### src/rtl/led_scan_pkg.sv
// rtl/led_scan_pkg.sv - shared state type, display constants and owner encoding for the LED scan controller
package led_scan_pkg;

    typedef enum logic [1:0] {IDLE, BLANK, DRIVE} state_t;

    localparam logic [7:0] DIGITS_OFF = 8'hFF;
    localparam logic [7:0] SEGS_OFF   = 8'hFF;
    localparam int         NUM_DIGITS = 8;

    localparam logic       OWN0     = 1'b0;
    localparam logic       OWN1     = 1'b1;
    localparam logic [1:0] GNT_NONE = 2'b00;

    function automatic logic [1:0] owner_gnt(input logic own);
        return (own == OWN1) ? 2'b10 : 2'b01;
    endfunction

endpackage

### src/rtl/led_scan_timer.sv
// rtl/led_scan_timer.sv - slot counter, digit index, blank/drive phase and frame-boundary strobe
module led_scan_timer
    import led_scan_pkg::*;
#(
    parameter int PRESCALE  = 50000,
    parameter int BLANK_CYC = 16,
    localparam int CW = $clog2(PRESCALE),
    localparam int DW = $clog2(NUM_DIGITS)
) (
    input  logic          clk,
    input  logic          rst,
    input  logic          run_i,
    input  logic [CW:0]   drv_end_i,
    output logic [DW-1:0] dig_nxt_o,
    output logic          blank_nxt_o,
    output logic          lit_nxt_o,
    output logic          boundary_o,
    output logic          last_nxt_o
);

    localparam logic [CW-1:0] C_LAST = CW'(PRESCALE - 1);
    localparam logic [DW-1:0] D_LAST = DW'(NUM_DIGITS - 1);

    logic [CW-1:0] cnt_q, cnt_d;
    logic [DW-1:0] dig_q, dig_d;

    // Next-cycle values are exported so the owner can register its outputs in step with the count.
    always_comb begin
        cnt_d = '0;
        dig_d = '0;
        if (run_i) begin
            cnt_d = (cnt_q == C_LAST) ? '0 : cnt_q + 1'b1;
            dig_d = (cnt_q == C_LAST) ? dig_q + 1'b1 : dig_q;
        end
    end

    always_ff @(posedge clk or posedge rst) begin
        if (rst) begin
            cnt_q <= '0;
            dig_q <= '0;
        end else begin
            cnt_q <= cnt_d;
            dig_q <= dig_d;
        end
    end

    assign dig_nxt_o   = dig_d;
    assign blank_nxt_o = cnt_d < CW'(BLANK_CYC);
    assign lit_nxt_o   = !blank_nxt_o && ({1'b0, cnt_d} < drv_end_i);
    assign boundary_o  = run_i && (cnt_q == C_LAST) && (dig_q == D_LAST);
    assign last_nxt_o  = (cnt_d == C_LAST) && (dig_d == D_LAST);

endmodule

### src/rtl/led_scan_ctrl.sv
// rtl/led_scan_ctrl.sv - two-requester display arbiter and 8-digit scan driver; LED_SCAN_DIM_EN adds frame-sampled brightness
module led_scan_ctrl
    import led_scan_pkg::*;
#(
    parameter int PRESCALE    = 50000,
    parameter int BLANK_CYC   = 16,
    parameter int HOLD_FRAMES = 4
) (
    input  logic        clk,
    input  logic        rst,
    input  logic        req0,
    input  logic        req1,
    input  logic [63:0] data0,
    input  logic [63:0] data1,
`ifdef LED_SCAN_DIM_EN
    input  logic [2:0]  bright,
`endif
    output logic [1:0]  gnt,
    output logic        frame_done,
    output logic [7:0]  LEDSEL,
    output logic [7:0]  LEDOUT
);

    localparam int CW = $clog2(PRESCALE);
    localparam int HW = $clog2(HOLD_FRAMES + 1);

    state_t        state_q, state_d;
    logic [1:0]    gnt_q, gnt_d;
    logic [63:0]   snap_q, snap_d;
    logic [HW-1:0] hold_q, hold_d;
    logic          last_q, last_d;
    logic          fd_q;
    logic [7:0]    sel_q, sel_d, out_q, out_d;

    logic          busy_d, nxt_own, own_req, oth_req, reload;
    logic [2:0]    dig_nxt;
    logic          blank_nxt, lit_nxt, boundary, last_nxt;
    logic [CW:0]   drv_end;

`ifdef LED_SCAN_DIM_EN
    localparam int DRV_STEP = (PRESCALE - BLANK_CYC) / 8;
    logic [2:0] bright_q, bright_d;

    assign drv_end = (CW+1)'(BLANK_CYC + (32'(bright_d) + 1) * DRV_STEP);

    always_comb begin
        bright_d = bright_q;
        if (reload) bright_d = bright;
    end

    always_ff @(posedge clk or posedge rst) begin
        if (rst) bright_q <= 3'd7;
        else     bright_q <= bright_d;
    end
`else
    assign drv_end = (CW+1)'(PRESCALE);
`endif

    led_scan_timer #(
        .PRESCALE  (PRESCALE),
        .BLANK_CYC (BLANK_CYC)
    ) u_timer (
        .clk         (clk),
        .rst         (rst),
        .run_i       (state_q != IDLE),
        .drv_end_i   (drv_end),
        .dig_nxt_o   (dig_nxt),
        .blank_nxt_o (blank_nxt),
        .lit_nxt_o   (lit_nxt),
        .boundary_o  (boundary),
        .last_nxt_o  (last_nxt)
    );

    always_comb begin
        gnt_d   = gnt_q;
        snap_d  = snap_q;
        hold_d  = hold_q;
        last_d  = last_q;
        busy_d  = (state_q != IDLE);
        nxt_own = gnt_q[1];
        own_req = gnt_q[1] ? req1 : req0;
        oth_req = gnt_q[1] ? req0 : req1;

        if (state_q == IDLE) begin
            if (req0 || req1) begin
                busy_d  = 1'b1;
                nxt_own = (req0 && req1) ? ~last_q : (req1 ? OWN1 : OWN0);
                hold_d  = HW'(1);
            end
        end else if (boundary) begin
            if (own_req && (hold_q < HW'(HOLD_FRAMES))) begin
                hold_d = hold_q + 1'b1;
            end else if (oth_req) begin
                nxt_own = ~gnt_q[1];
                hold_d  = HW'(1);
            end else if (!own_req) begin
                busy_d = 1'b0;
                last_d = gnt_q[1];
            end
        end

        // Snapshot and grant only move at a start or a frame boundary, which is what prevents tearing.
        reload = busy_d && ((state_q == IDLE) || boundary);
        if (reload) begin
            gnt_d  = owner_gnt(nxt_own);
            snap_d = (nxt_own == OWN1) ? data1 : data0;
        end else if (!busy_d) begin
            gnt_d = GNT_NONE;
        end

        state_d = !busy_d ? IDLE : (blank_nxt ? BLANK : DRIVE);
        sel_d   = DIGITS_OFF;
        out_d   = SEGS_OFF;
        if ((state_d == DRIVE) && lit_nxt) begin
            sel_d = ~(8'b1 << dig_nxt);
            out_d = snap_d[{dig_nxt, 3'b000} +: 8];
        end
    end

    always_ff @(posedge clk or posedge rst) begin
        if (rst) begin
            state_q <= IDLE;
            gnt_q   <= GNT_NONE;
            snap_q  <= '1;
            hold_q  <= '0;
            last_q  <= OWN1;
            fd_q    <= 1'b0;
            sel_q   <= DIGITS_OFF;
            out_q   <= SEGS_OFF;
        end else begin
            state_q <= state_d;
            gnt_q   <= gnt_d;
            snap_q  <= snap_d;
            hold_q  <= hold_d;
            last_q  <= last_d;
            fd_q    <= busy_d && last_nxt;
            sel_q   <= sel_d;
            out_q   <= out_d;
        end
    end

    assign gnt        = gnt_q;
    assign frame_done = fd_q;
    assign LEDSEL     = sel_q;
    assign LEDOUT     = out_q;

endmodule
### config.mk
export PLATFORM = sky130hd
export DESIGN_NAME = led_scan_ctrl
export DESIGN_NICKNAME = d
export VERILOG_FILES = /design/src/rtl/led_scan_pkg.sv /design/src/rtl/led_scan_timer.sv /design/src/rtl/led_scan_ctrl.sv
export SDC_FILE = /design/constraint.sdc
export NUM_CORES = 1
export LEC_CHECK = 0
export CAP_MARGIN = 0
export CORE_MARGIN = 2
export CORE_UTILIZATION = 50
export CTS_CLUSTER_SIZE = 14
export DETAILED_ROUTE_END_ITERATION = 12
export PLACE_DENSITY = 0.93
export SLEW_MARGIN = 20
export SYNTH_ARGS = -nofsm -noshare
export SYNTH_HDL_FRONTEND = slang
export SYNTH_HIERARCHICAL = 1
export SYNTH_SLANG_ARGS = --single-unit
### constraint.sdc
create_clock -name clk -period 5.25 [get_ports clk]
set_clock_uncertainty 0.15 [all_clocks]
set_input_delay 1.05 -clock clk [delete_from_list [all_inputs] [get_ports clk]]
set_output_delay 1.05 -clock clk [all_outputs]
set_load 0.01 [all_outputs]
# After elaboration in Yosys (flattened, before gate mapping)
# Cells that the tools add are included.
[op_classes] magnitude_cmp=3 mul=0 div_mod_pow=0 n_mux=33 n_reduce_logical=18 n_bitwise=7 shifts=2 addsub=3 eq_ne=7
[ops] operator="two-way mux 64 bit" count=2
[ops] operator="variable part select 64 x 7 -> 8 bit" count=1
[ops] operator="== test 16 bit, second input constant" count=2
[ops] operator="two-way mux 16 bit" count=2
[ops] operator="two-way mux 3 bit" count=7
[ops] operator="adder 16 x 1 -> 16 bit, second input constant" count=1
[ops] operator="less-than comparator 16 bit, second input constant" count=1
[ops] operator="less-than comparator 16 x 5 -> 1 bit, second input constant" count=1
[ops] operator="two-way mux 8 bit" count=2
[ops] operator="two-way mux 1 bit" count=15
[ops] operator="two-way mux 2 bit" count=5
[ops] operator="logical AND 1 bit" count=9
[ops] operator="NOT 8 bit" count=1
[ops] operator="left shift 1 x 3 -> 8 bit, first input constant" count=1
[ops] operator="adder 3 x 1 -> 3 bit, second input constant" count=2
[ops] operator="== test 3 bit, second input constant" count=2
[ops] operator="NOT 1 bit" count=6
[ops] operator="AND reduction 5 bit" count=1
[ops] operator="nonzero test 2 bit" count=2
[ops] operator="less-than comparator 3 bit, second input constant" count=1
[ops] operator="AND reduction 3 bit" count=1
[ops] operator="nonzero test 3 bit" count=1
[ops] operator="== test 2 bit, second input constant" count=1
[ops] operator="logical NOT 2 bit" count=1
[ops] operator="4 further kinds" count=5
[word_totals] ram_bits=0 latch_bits=0 output_inout_bits=19 mem_count=0 ff_bits=108 elab_cells=83 mem_bits_ro=0

# Longest topological paths before layout
# Gate-level depths: netlist of the first run.
[depth] depth_word=10 mapped_depth=17

# Modules after synthesis
# Netlist of the first run, hierarchy kept.
[modules_own_cells] mod="led_scan_ctrl" instances=1 seq_area_each_um2=2328.5 cells_each=420 area_per_inst_um2=4559.4
[modules_own_cells] mod="led_scan_timer" instances=1 seq_area_each_um2=475.5 cells_each=175 area_per_inst_um2=1556.5

# Worst setup path after synthesis of the first run
# No wires, ideal clock.
[synth_timing] kind="reg-to-reg" from="register u_timer.cnt_q[0]" to="register out_q[2] (netlist: LEDOUT[2])" setup_slack_ns=1.569 setup_ns=0.078 path_buffers=2 arrival_ns=3.453 path_stages_with_launch=18 synth_period_minus_slack_ns=3.681 cell_sequence="dfrtp_1 -> ha_1 -> and3_1 -> buf_2 -> nand4_4 -> nand2_1 -> clkbuf_1 -> nor2_1 -> ha_1 -> nand4_1 -> nor2_1 -> o21a_1 -> o311a_1 -> nor3_2 -> nand3b_1 -> nor3_1 -> a22oi_1 -> and3_1"
[synth_between] word_cells_on_any_way=26
[synth_rtl] element="start: declaration" line_no="led_scan_timer.sv:24" source="logic [CW-1:0] cnt_q, cnt_d;"
[synth_rtl] element="start signal: assignment" line_no="led_scan_timer.sv:42" source="cnt_q <= cnt_d;"
[synth_rtl] element="adder 16 x 1 -> 16 bit or == test 16 bit (tied branches)" line_no="led_scan_timer.sv:32" source="cnt_d = (cnt_q == C_LAST) ? '0 : cnt_q + 1'b1;"
[synth_rtl] element="two-way mux 16 bit (*)" line_no="led_scan_timer.sv:32"
[synth_rtl] element="two-way mux 16 bit (*)" line_no="led_scan_timer.sv:31" source="if (run_i) begin"
[synth_rtl] element="named net u_timer.cnt_d[8]" line_no="led_scan_timer.sv:24"
[synth_rtl] element="less-than comparator 16 x 5 -> 1 bit" line_no="led_scan_timer.sv:48" source="assign blank_nxt_o = cnt_d < CW'(BLANK_CYC);"
[synth_rtl] element="logical NOT 1 bit" line_no="led_scan_timer.sv:49" source="assign lit_nxt_o = !blank_nxt_o && ({1'b0, cnt_d} < drv_end_i);"
[synth_rtl] element="logical AND 1 bit (*)" line_no="led_scan_timer.sv:49"
[synth_rtl] element="named net lit_nxt" line_no="led_scan_ctrl.sv:37" source="logic blank_nxt, lit_nxt, boundary, last_nxt;"
[synth_rtl] element="logical AND 1 bit (*)" line_no="led_scan_ctrl.sv:114" source="if ((state_d == DRIVE) && lit_nxt) begin"
[synth_rtl] element="two-way mux 8 bit (*)" line_no="led_scan_ctrl.sv:114"
[synth_rtl] element="named net out_d[2]" line_no="led_scan_ctrl.sv:33" source="logic [7:0] sel_q, sel_d, out_q, out_d;"
[synth_rtl] element="end signal: assignment" line_no="led_scan_ctrl.sv:138" source="out_q <= out_d;"
[synth_rtl] element="end: declaration" line_no="led_scan_ctrl.sv:33"
# Mark *: on every way through the listed nets, which the timed path passes. The rest lies on a longest branch.
# A chain may end at the register's enable or synchronous reset.

# Worst setup path in the final report of the first run
# Same ends and word-level chain as after synthesis.

==> results of run 1 <==
-- cells in the mapped netlist, drive strengths merged (3+ instances only) --
master  count  share of area
dfrtp      27           0.11
xor2        5         0.0072
nor3       10         0.0090
and4        4         0.0057
dfstp      81           0.35
mux4        6          0.022
a222oi     42          0.069
nand2b      3         0.0031
and3        4         0.0043
o21ai      15          0.013
mux2i      24          0.039
a21boi      4         0.0049
nand4      10          0.013
a32oi       6         0.0086
a31oi       7         0.0072
a211oi      3         0.0045
o211ai      3         0.0045
a21oi       9         0.0074
nor2b       5         0.0051
buf        24          0.023
clkbuf     12         0.0078
nand2      43          0.026
a221oi      5         0.0072
nor4        4         0.0041
nand3      15          0.013
o21a        8         0.0098
a22oi       9          0.011
xnor2      12          0.017
a21o        8         0.0098
mux2        5         0.0092
inv        82          0.050
ha         18          0.037
nor2       39          0.025
a22o        6         0.0086
-- cell families after synthesis --
family	Yosys count
compound gates	144
xor+xnor	17
fa+ha+maj	18
buf+inv	119
flops	108
mux	35
other cells	2
simple gates	152
-- critical path, stage by stage, from the launching register on --
cell and delay (ns):
dfrtp_1 0.42, ha_1 0.27, and3_1 0.31, nand4_4 0.19, nand2_1 0.40, nor2_1 0.15, ha_1 0.32, a211oi_1 0.26
o21ai_0 0.12, o311a_1 0.38, nor3_2 0.26, nand3b_1 0.28, nor3_1 0.58, a22oi_1 0.19, and3_1 0.24
-- flip-flops by register name (all words and copies together) (netlist names) --
register,count
LEDSEL,8
state_q,2
hold_q,3
gnt,2
LEDOUT,8
last_q,1
frame_done,1
u_timer/cnt_q,16
u_timer/dig_q,3
snap_q,64
-- per-layer routing --
layer / routed length (µm) / GRT usage
met1: 7120 / 0.360
met2: 9460 / 0.492
met3: 1510 / 0.0603
met4: 757 / 0.143
met5: 0 / 0
-- final timing paths --
path / startpoint / to / cells after the start
hold / removal: hold_q[0] / hold_q[0] / 1
setup / recovery: u_timer/cnt_q[0] / LEDOUT[2] / 14
max in group asynchronous: rst / snap_q[32] / 3
setup reg to reg: u_timer/cnt_q[0] / LEDOUT[2] / 14
hold reg to reg: hold_q[0] / hold_q[0] / 1
min in group asynchronous: rst / u_timer/dig_q[1] / 2
-- power by group --
part | leakage (nW) | switching (W) | total (W) | internal (W)
Sequential | 1.19 | 0.0000000166 | 0.000835 | 0.000835
Clock | 0.133 | 0.000325 | 0.000656 | 0.000331
Combinational | 2.40 | 0.0000541 | 0.000148 | 0.0000941
Total | 3.72 | 0.000379 | 0.00164 | 0.00126
-- layout make-up --
class                           instances  area [µm²]
Tap cell                              147         184
Sequential cell                       108        2800
Multi-Input combinational cell        385        2890
Fill cell                             856        3920
Clock buffer                           10         229
Timing Repair Buffer                  157        1570
Clock inverter                          6        55.1
Inverter                               83         313
-- stage by stage --
step	cells	power (W)	utilization	hold WS (ns)
finish	896	0.00164	0.672	0.338
global route	896	0.00169	0.672	0.373
CTS	896	0.00164	0.672	0.336
detailed placement	880	0.000993	0.649	0.327
global placement	880	0.000990	0.649	0.316
floorplan	612	0.000877	-	0.307
-- cell usage in the layout, fill, tap and decap left out, types with 4 or more instances in the layout --
cell type,synthesis,routed
clkdlybuf4s50_1,0,150
a32oi_1,6,6
nor2b_1,5,5
clkbuf_16,0,9
mux4_2,6,6
a22oi_1,9,9
nand3_1,14,14
nand2_1,43,43
mux2i_1,24,24
o21a_1,8,8
inv_1,81,80
a221oi_1,5,5
dfstp_2,81,81
o21ai_0,14,14
xnor2_1,12,12
nor3_1,9,9
xor2_1,5,5
a22o_1,6,6
a31oi_1,7,7
a21oi_1,9,9
a21o_1,8,8
nor4_1,4,4
buf_4,3,6
nand4_1,9,9
ha_1,18,18
dfrtp_1,27,27
mux2_2,4,4
and4_1,4,4
nor2_1,37,37
a222oi_1,42,42
conb_1,2,19
==> metrics.cfg, run 1 <==
[outcome]
status=completed

[route]
routed-via-count=5593
drt-total-wl_um=18900
drcViolationCount=0
vias_per_cell=6.24
dr.pass1.iters=12
drtIter0Drc=974
wire_per_inst_um=21.0
ant_nets=0

[power_and_ir_drop]
vdd_drop_max_mv=0.142
p_leak_nw=3.72
powerDensity_nw_per_um2=204

[setup_path]
ff2ff_setup_slack_ns=0.64
crit_fanout=15
crit_arrival_ns=4.75
path_class=flop to flop
critPathCaptureType=flop
cp-start-kind=flop
required_ns=5.39

[synthesis]
synthXorXnorAreaFrac=0.0243
synthFlopType=dfstp_2
yosys_warnings=6
synth_edf_count=0
synth_top_family_by_area=compound AO/OA/AOI/OAI gates
synth-compound-area-share=0.196
netlist-cell-type-count=77
synthArstFlopShare=1.00
synth_area_per_cell_um2=10.3
syn_inst=595
ys_ff_latch=108
synth.area.mux_share=0.0706
synth.yosys.seq_area_share=0.458
synthSimpleGateAreaFrac=0.131
synth_area_um2=6120
synth_adder_area_share=0.0368

[job]
maxCapViolations=0

[finish]
stdcell_area_um2=8040
drive_gt1_frac=0.179
syn_to_final_growth_pct=31.5
antenna_cells=0
layout.nets=894

[sta]
slew_headroom=0.379
fin_crit_sh=0.879
final_max_slew_viol_count=0
setup_violations=0
rsz0062_at_grt=no
tightest_slew_ns=0.932
fin_crit_ns=4.61
fin_setup_tns_ns=0
finalHoldViolations=0
worst_slack_ns=0.636
fmax_ghz=0.217

[worst_hold_path]
hold_path_class=flop to flop

[floorplan]
pin_count=151
design.core.area_um2=12000
dieArea_um2=13100
die_x_um=115
start_util=0.511
num_rows=40
dieHeight_um=115

[clock_network]
cts_buffers=9
path_clk_slew_ns=0.07
cts.sinks=108
cts.repair.resized=0
cts_tree=yes
cts_setup_buffers=0
clk_latency_ns=0.36
cts.hold.buffers_added=0
root_buffer=clkbuf_16
cts.htree.levels=3
clockBufferDepth=2

[placed_design]
placed_area_um2=7760
place_congestion=0.845
dpl_worst_slack_ns=0.764
io_buffer_count=150
hpwl_um=13900

[global_routing]
antenna_found_initial=0
gr-usage-all-layers=0.293
grt_pass1_wl_um=29500
grt.overflow.total=0
grt_max_degree=57
grt_pass1_vias=5708

(Power assumes the default switching activity.)
==> run 2, diff against run 1 <==
--- a/config.mk
+++ b/config.mk
@@ -5,9 +5,11 @@
 export SDC_FILE = /design/constraint.sdc
 export NUM_CORES = 1
 export LEC_CHECK = 0
+export ABC_AREA = 1
+export ABC_CLOCK_PERIOD_IN_PS = 5250
 export CAP_MARGIN = 0
 export CORE_MARGIN = 2
-export CORE_UTILIZATION = 50
+export CORE_UTILIZATION = 51
 export CTS_CLUSTER_SIZE = 14
 export DETAILED_ROUTE_END_ITERATION = 12
 export PLACE_DENSITY = 0.93
==> run 2 against run 1 <==
  * Flip-flop and latch count did not move
  * Clock power rose by 1%
  * Design area rose by 4.0%
  * Cell count rose by 28%
==> metrics.cfg, run 2 <==
[global_routing]
grt_pass1_vias=5995  ; +5.0%
gr-usage-all-layers=0.282  ; -0.0112
antenna_found_initial=1  ; +1
grt_pass1_wl_um=29700  ; +0.68%
grt_max_degree=82  ; +44%
grt.overflow.total=0  ; unchanged

[setup_path]
required_ns=5.37  ; -0.02 ns
worst_path_largest_cell_delay_ns=0.49  ; -0.09 ns
cp_slowest_cell=nor2_8
critPathCaptureType=flop
ff2ff_setup_slack_ns=1.07  ; +0.44 ns
path_class=flop to flop
cpMostUsedCell=nand2_1
crit_arrival_ns=4.30  ; -0.45 ns
crit_buf_inv=4  ; +4
cp-start-kind=flop
crit_fanout=51  ; +36
crit_family=simple AND/OR/NAND/NOR gates
path_cells=nor2_4 > inv_1 > inv_1 > nor4b_1 > buf_4 > nand2_1 > inv_1 > nand2_1 > nand2_1 > nand2_2 > nand2_4 > nand2_8 > nor2_8 > nand2_1 > nand3_1 > nand2_1 > nand3_1 > nor2_1 > nor2_1

[synthesis]
synth_area_um2=6460  ; +5.6%
synth.area.mux_share=0  ; -0.0706
ys_top_cells_by_count=nand2_1 (263), nand3_1 (126), dfstp_2 (81)
synthArstFlopShare=1.00  ; unchanged
ys_ff_latch=108  ; unchanged
synthXorXnorAreaFrac=0.00678  ; -0.0176
synth_edf_count=0  ; unchanged
synthTopCellsByArea=dfstp_2 (33%), nand2_1 (15%), dfrtp_1 (10%)
synth.top_cell.area_share=0.330  ; -0.0185
yosys_warnings=6  ; unchanged
synth_top_family_by_area=simple AND/OR/NAND/NOR gates
synth_adder_area_share=0.0349  ; -0.00195
synth-compound-area-share=0.0349  ; -0.161
syn_inst=819  ; +38%
netlist-cell-type-count=41  ; -47%
synth.yosys.seq_area_share=0.434  ; -0.0243
synthFlopType=dfstp_2
netlist.top_cell.by_area=dfstp_2
synth_area_per_cell_um2=7.89  ; -23%
synthSimpleGateAreaFrac=0.412  ; +0.281
synth.most_common_cell=nand2_1

[worst_hold_path]
hold_path_class=flop to flop

[finish]
mostFrequentLayoutCell=nand2_1
layout_common_cells=nand2_1 (263), clkdlybuf4s50_1 (150), nand3_1 (126)
syn_to_final_growth_pct=29.5
reg_top3=snap_q (64), u_timer/cnt_q (16)
fin_util=0.671  ; -0.00120
stdcell_area_um2=8370  ; +4.0%
regMostFlops=snap_q
layout.nets=1118  ; +25%
largest_reg_flops=64  ; unchanged
drive_gt1_frac=0.177  ; -0.00213

[route]
ant_nets=0  ; unchanged
dr.pass1.iters=5  ; -7
vias_per_cell=5.53  ; -11%
drcViolationCount=0  ; unchanged
drtIter0Drc=891  ; -8.5%
wire_per_inst_um=16.8  ; -20%
routed-via-count=6337  ; +13%
drt-total-wl_um=19300  ; +2.2%

[power_and_ir_drop]
finalPower_w=0.00179  ; +9.0%
p_leak_nw=3.91  ; +5.0%
vdd_drop_max_mv=0.153  ; +8.0%
powerDensity_nw_per_um2=214  ; +4.8%

[sta]
tightest_slew_ns=0.864  ; -0.0682 ns
slew_headroom=0.424  ; +0.0455
setup_violations=0  ; unchanged
final_max_slew_viol_count=0  ; unchanged
finalHoldViolations=0  ; unchanged
fin_crit_ns=4.18  ; -0.439 ns
fmax_ghz=0.239  ; +11%
rsz0062_at_grt=no
fin_crit_sh=0.795  ; -0.0835
fin_setup_tns_ns=0  ; unchanged

[clock_network]
cts.htree.levels=3  ; unchanged
cts.hold.buffers_added=0  ; unchanged
root_buffer=clkbuf_16
cts_buffers=9  ; unchanged
cts_setup_buffers=0  ; unchanged
cts.sinks=108  ; unchanged
clockBufferDepth=2  ; unchanged
cts_tree=yes
cts.repair.resized=0  ; unchanged
path_clk_slew_ns=0.08  ; about the same
clk_latency_ns=0.35  ; about the same

[placed_design]
place_congestion=0.938  ; +11%
placed_area_um2=8080  ; +4.1%
hpwl_um=13800  ; -0.31%
io_buffer_count=150  ; unchanged

[outcome]
status=completed

[floorplan]
dieArea_um2=13600  ; +3.4%
pin_count=151  ; unchanged
die_x_um=117  ; +1.7%
start_util=0.518  ; +0.00682
num_rows=41  ; +2.5%
dieHeight_um=117  ; +1.7%
design.core.area_um2=12500  ; +4.2%

[job]
maxCapViolations=0  ; unchanged

run 2: changes by cell type after synthesis, sizes merged, moves of 8 or more:
cell	before	now
nand2	43	277
nand3	15	149
a222oi	42	0
nand4	10	44
nor2	39	68
mux2i	24	0
xnor2	12	1
inv	82	72
a22oi	9	0
o21a	8	0
run 2: stage by stage:
stage | worst slack (ns) | std cells | hold WS, ns
floorplan | 1.88 | 835 | 0.296
global placement | 1.41 | 1129 | 0.313
detailed placement | 1.27 | 1129 | 0.322
CTS | 1.25 | 1145 | 0.332
global route | 0.883 | 1146 | 0.358
finish | 1.07 | 1146 | 0.331
run 2: per-layer routing:
layer  track usage  up-vias  routed length [µm]
li1              -     2953                   -
met1         0.390     2962                8010
met5             0        -                   0
met3        0.0519       50                1840
met4         0.113        0                 660
met2         0.442      372                8750
run 2: logic make-up after synthesis:
| kind of cell | after synthesis |
|---|---|
| simple gates | 543 |
| buf+inv | 108 |
| flops | 108 |
| compound gates | 35 |
| fa+ha+maj | 18 |
| xor+xnor | 5 |
| other cells | 2 |
run 2: path summary, 6_finish.rpt:
kind / to / cells past startpoint / start
worst min register to register: hold_q[0] / 1 / hold_q[0]
min in group asynchronous: u_timer/cnt_q[4] / 2 / rst
worst max-delay path: LEDOUT[1] / 19 / state_q[1]
worst min-delay path: hold_q[0] / 1 / hold_q[0]
worst max register to register: LEDOUT[1] / 19 / state_q[1]
max in group asynchronous: snap_q[1] / 3 / rst
run 2: report_power, final:
group	switching (W)	leakage (nW)	internal (W)
clock network	0.000324	0.145	0.000341
logic	0.0000932	2.57	0.000123
registers	0.0000116	1.19	0.000894
total	0.000429	3.91	0.00136
run 2: area by class of cell:
class | count | area (µm²)
Fill cell | 932 | 4100
Multi-Input combinational cell | 619 | 3220
Sequential cell | 108 | 2800
Timing Repair Buffer | 157 | 1550
Inverter | 73 | 284
Clock buffer | 10 | 239
Tap cell | 172 | 215
Clock inverter | 6 | 45.0
Antenna cell | 1 | 2.50
==> run 3, diff against run 2 <==
--- a/config.mk
+++ b/config.mk
@@ -6,13 +6,13 @@
 export NUM_CORES = 1
 export LEC_CHECK = 0
 export ABC_AREA = 1
-export ABC_CLOCK_PERIOD_IN_PS = 5250
+export ABC_CLOCK_PERIOD_IN_PS = 3650
 export CAP_MARGIN = 0
 export CORE_MARGIN = 2
-export CORE_UTILIZATION = 51
+export CORE_UTILIZATION = 46
 export CTS_CLUSTER_SIZE = 14
 export DETAILED_ROUTE_END_ITERATION = 12
-export PLACE_DENSITY = 0.93
+export PLACE_DENSITY = 0.89
 export SLEW_MARGIN = 20
 export SYNTH_ARGS = -nofsm -noshare
 export SYNTH_HDL_FRONTEND = slang
==> constraint.sdc (replaced) <==
create_clock -name clk -period 3.65 [get_ports clk]
set_clock_uncertainty 0.15 [all_clocks]
set_input_delay 0.73 -clock clk [delete_from_list [all_inputs] [get_ports clk]]
set_output_delay 0.73 -clock clk [all_outputs]
set_load 0.01 [all_outputs]
==> run 3 against run 2 <==
  * Die area grew 10%
  * Wire length down 0.87%
  * Critical path depth is 1 higher
  * Utilization decreased by 5.3 points
  * Cell count is 1.4% higher
  * Via count down 1.5%
  * Flip-flop and latch count is the same
  * Register-to-register slack got worse by 0.87 ns
  * Power increased by 45%
  * Setup slack lost 0.87 ns
  * Global-route usage shrank 3.3 points
  * Clock power up 48%
==> metrics.cfg, run 3 (synthesis results as in run 2) <==
[setup_path]
path_class=flop to flop
startpoint=u_timer/cnt_q[0]
crit_arrival_ns=3.58  ; -0.72 ns
crit_end=LEDOUT[2]
cp-start-kind=flop
critPathCaptureType=flop
reg2regPathDepth=20  ; +1
required_ns=3.79  ; -1.58 ns
worstReg2RegEnd=LEDOUT[2]
r2r-start=u_timer/cnt_q[0]
ff2ff_setup_slack_ns=0.21  ; -0.87 ns
crit_fanout=52  ; +2.0%

[finish]
regMostFlops=snap_q
mostFrequentLayoutCell=nand2_1
largest_reg_flops=64  ; unchanged
layout_common_cells=nand2_1 (262), clkdlybuf4s50_1 (150), nand3_1 (126)
antenna_cells=0  ; -1
fillers=1110  ; +19%
stdcell_area_um2=8510  ; +1.7%
syn_to_final_growth_pct=31.7
reg_top3=snap_q (64), u_timer/cnt_q (16)
drive_gt1_frac=0.187  ; +0.0106
layout.nets=1127  ; +0.81%
layoutNonFillerInstCount=1162  ; +1.4%

[clock_network]
clockBufferDepth=2  ; unchanged
cts.htree.levels=3  ; unchanged
cts_buffers=9  ; unchanged
path_clk_slew_ns=0.08  ; about the same
root_buffer=clkbuf_16
cts_tree=yes
cts.hold.buffers_added=0  ; unchanged
cts.sinks=108  ; unchanged
clk_latency_ns=0.35  ; about the same

[job]
maxCapViolations=0  ; unchanged

[placed_design]
placed_area_um2=8130  ; +0.62%
hpwl_um=13600  ; -1.7%
place_congestion=0.936  ; -0.21%
placed_cells=1139  ; +0.89%
io_buffer_count=150  ; unchanged

[floorplan]
dieArea_um2=15000  ; +10%
start_util=0.469  ; -0.0492
dieHeight_um=122  ; +5.1%
pin_count=151  ; unchanged
die_x_um=122  ; +5.1%
num_rows=43  ; +4.9%
design.core.area_um2=13800  ; +10%

[route]
drcViolationCount=0  ; unchanged
wire_per_inst_um=16.4  ; -2.2%
routed-via-count=6244  ; -1.5%
vias_per_cell=5.37  ; -2.8%
drt-total-wl_um=19100  ; -0.87%
drtIter0Drc=647  ; -27%
ant_nets=0  ; unchanged
dr.pass1.iters=5  ; unchanged

[global_routing]
grt.overflow.total=0  ; unchanged
grt_max_degree=80  ; -2.4%
grt_pass1_wl_um=28900  ; -2.7%
grt_pass1_vias=5780  ; -3.6%
gr-usage-all-layers=0.249  ; -0.0333
antenna_found_initial=0  ; -1

[sta]
finalHoldViolations=0  ; unchanged
slew_headroom=0.338  ; -0.0861
fmax_ghz=0.291  ; +21%
setup_violations=0  ; unchanged
final_max_slew_viol_count=0  ; unchanged
fin_crit_ns=3.44  ; -0.734 ns
tightest_slew_ns=0.989  ; +0.125 ns
fin_crit_sh=0.943  ; +0.147

[power_and_ir_drop]
powerDensity_nw_per_um2=304  ; +43%
p_leak_nw=3.95  ; +1.2%
finalPower_w=0.00259  ; +45%
vdd_drop_max_mv=0.204  ; +34%

[worst_hold_path]
hold_path_class=flop to flop

[outcome]
status=completed

-- run 3: changes by cell type in the layout (fill, tap and decap cells not counted), moves of 2 or more --
cell,delta
buf_12,+2
nor2_4,+2
buf_4,+6
inv_4,-2
clkinv_8,+2
-- run 3: worst min-delay path by stage --
stage                     startpoint        end  slack, ns  cells past startpoint
after floorplan            hold_q[0]  hold_q[0]       0.30                      1
after global placement     hold_q[0]  hold_q[0]       0.31                      1
after detailed placement   hold_q[0]  hold_q[0]       0.32                      1
after CTS                  hold_q[0]  hold_q[0]       0.33                      1
after global routing       hold_q[0]  hold_q[0]       0.34                      1
final                      hold_q[0]  hold_q[0]       0.33                      1
-- run 3: routing by layer --
metal  GRT usage  vias to the layer above  share of wire
li1            -                     2979              -
met1       0.340                     2898           0.42
met2       0.395                      314           0.47
met3      0.0395                       53          0.079
met4       0.102                        0          0.029
met5           0                        -              0
-- run 3: what timing repair did --
item / 4_1_cts / 5_1_grt
gates resized for setup: 0 / 5
setup endpoints to repair: 0 / 7
setup buffers: 0 / 6
-- run 3: where the power goes --
group | internal (W) | leakage [nW] | switching [W]
registers | 0.00129 | 1.19 | 0.0000157
logic | 0.000177 | 2.62 | 0.000130
clock network | 0.000488 | 0.146 | 0.000494
total | 0.00195 | 3.96 | 0.000640
-- run 3: metrics by stage --
stage	utilization	setup TNS [ns]	setup WS, ns	hold WS (ns)
final	0.618	0	0.209	0.327
after global routing	0.618	-0.102	-0.0807	0.336
after CTS	0.612	0	0.151	0.327
after detailed placement	0.590	0	0.232	0.317
after global placement	0.590	0	0.324	0.309
after floorplan	-	0	0.597	0.296
-- run 3: final cells by class --
cell class	instances	area (µm²)	share of cell area
inverters	73	283	0.0332
multi-input cells	620	3250	0.382
flip-flops and latches	108	2800	0.330
clock buffers	9	225	0.0265
clock inverters	7	80.1	0.00941
repair buffers	165	1640	0.193
well taps	180	225	0.0265
-- run 3: critical path: stages, from the launching register on --
cell	delay, ns
dfrtp_1	0.39
ha_2	0.22
nand2_2	0.07
nor2_2	0.18
nand3_1	0.09
nor4b_1	0.32
buf_4	0.20
nand2_1	0.06
inv_1	0.06
nand2_1	0.05
nand2_1	0.07
nand2_2	0.06
nand2_4	0.08
nand2_8	0.25
nor2_4	0.50
nand2_1	0.11
nand3_1	0.13
nand2_1	0.08
nand3_1	0.12
nor2_1	0.06
nor2_1	0.11
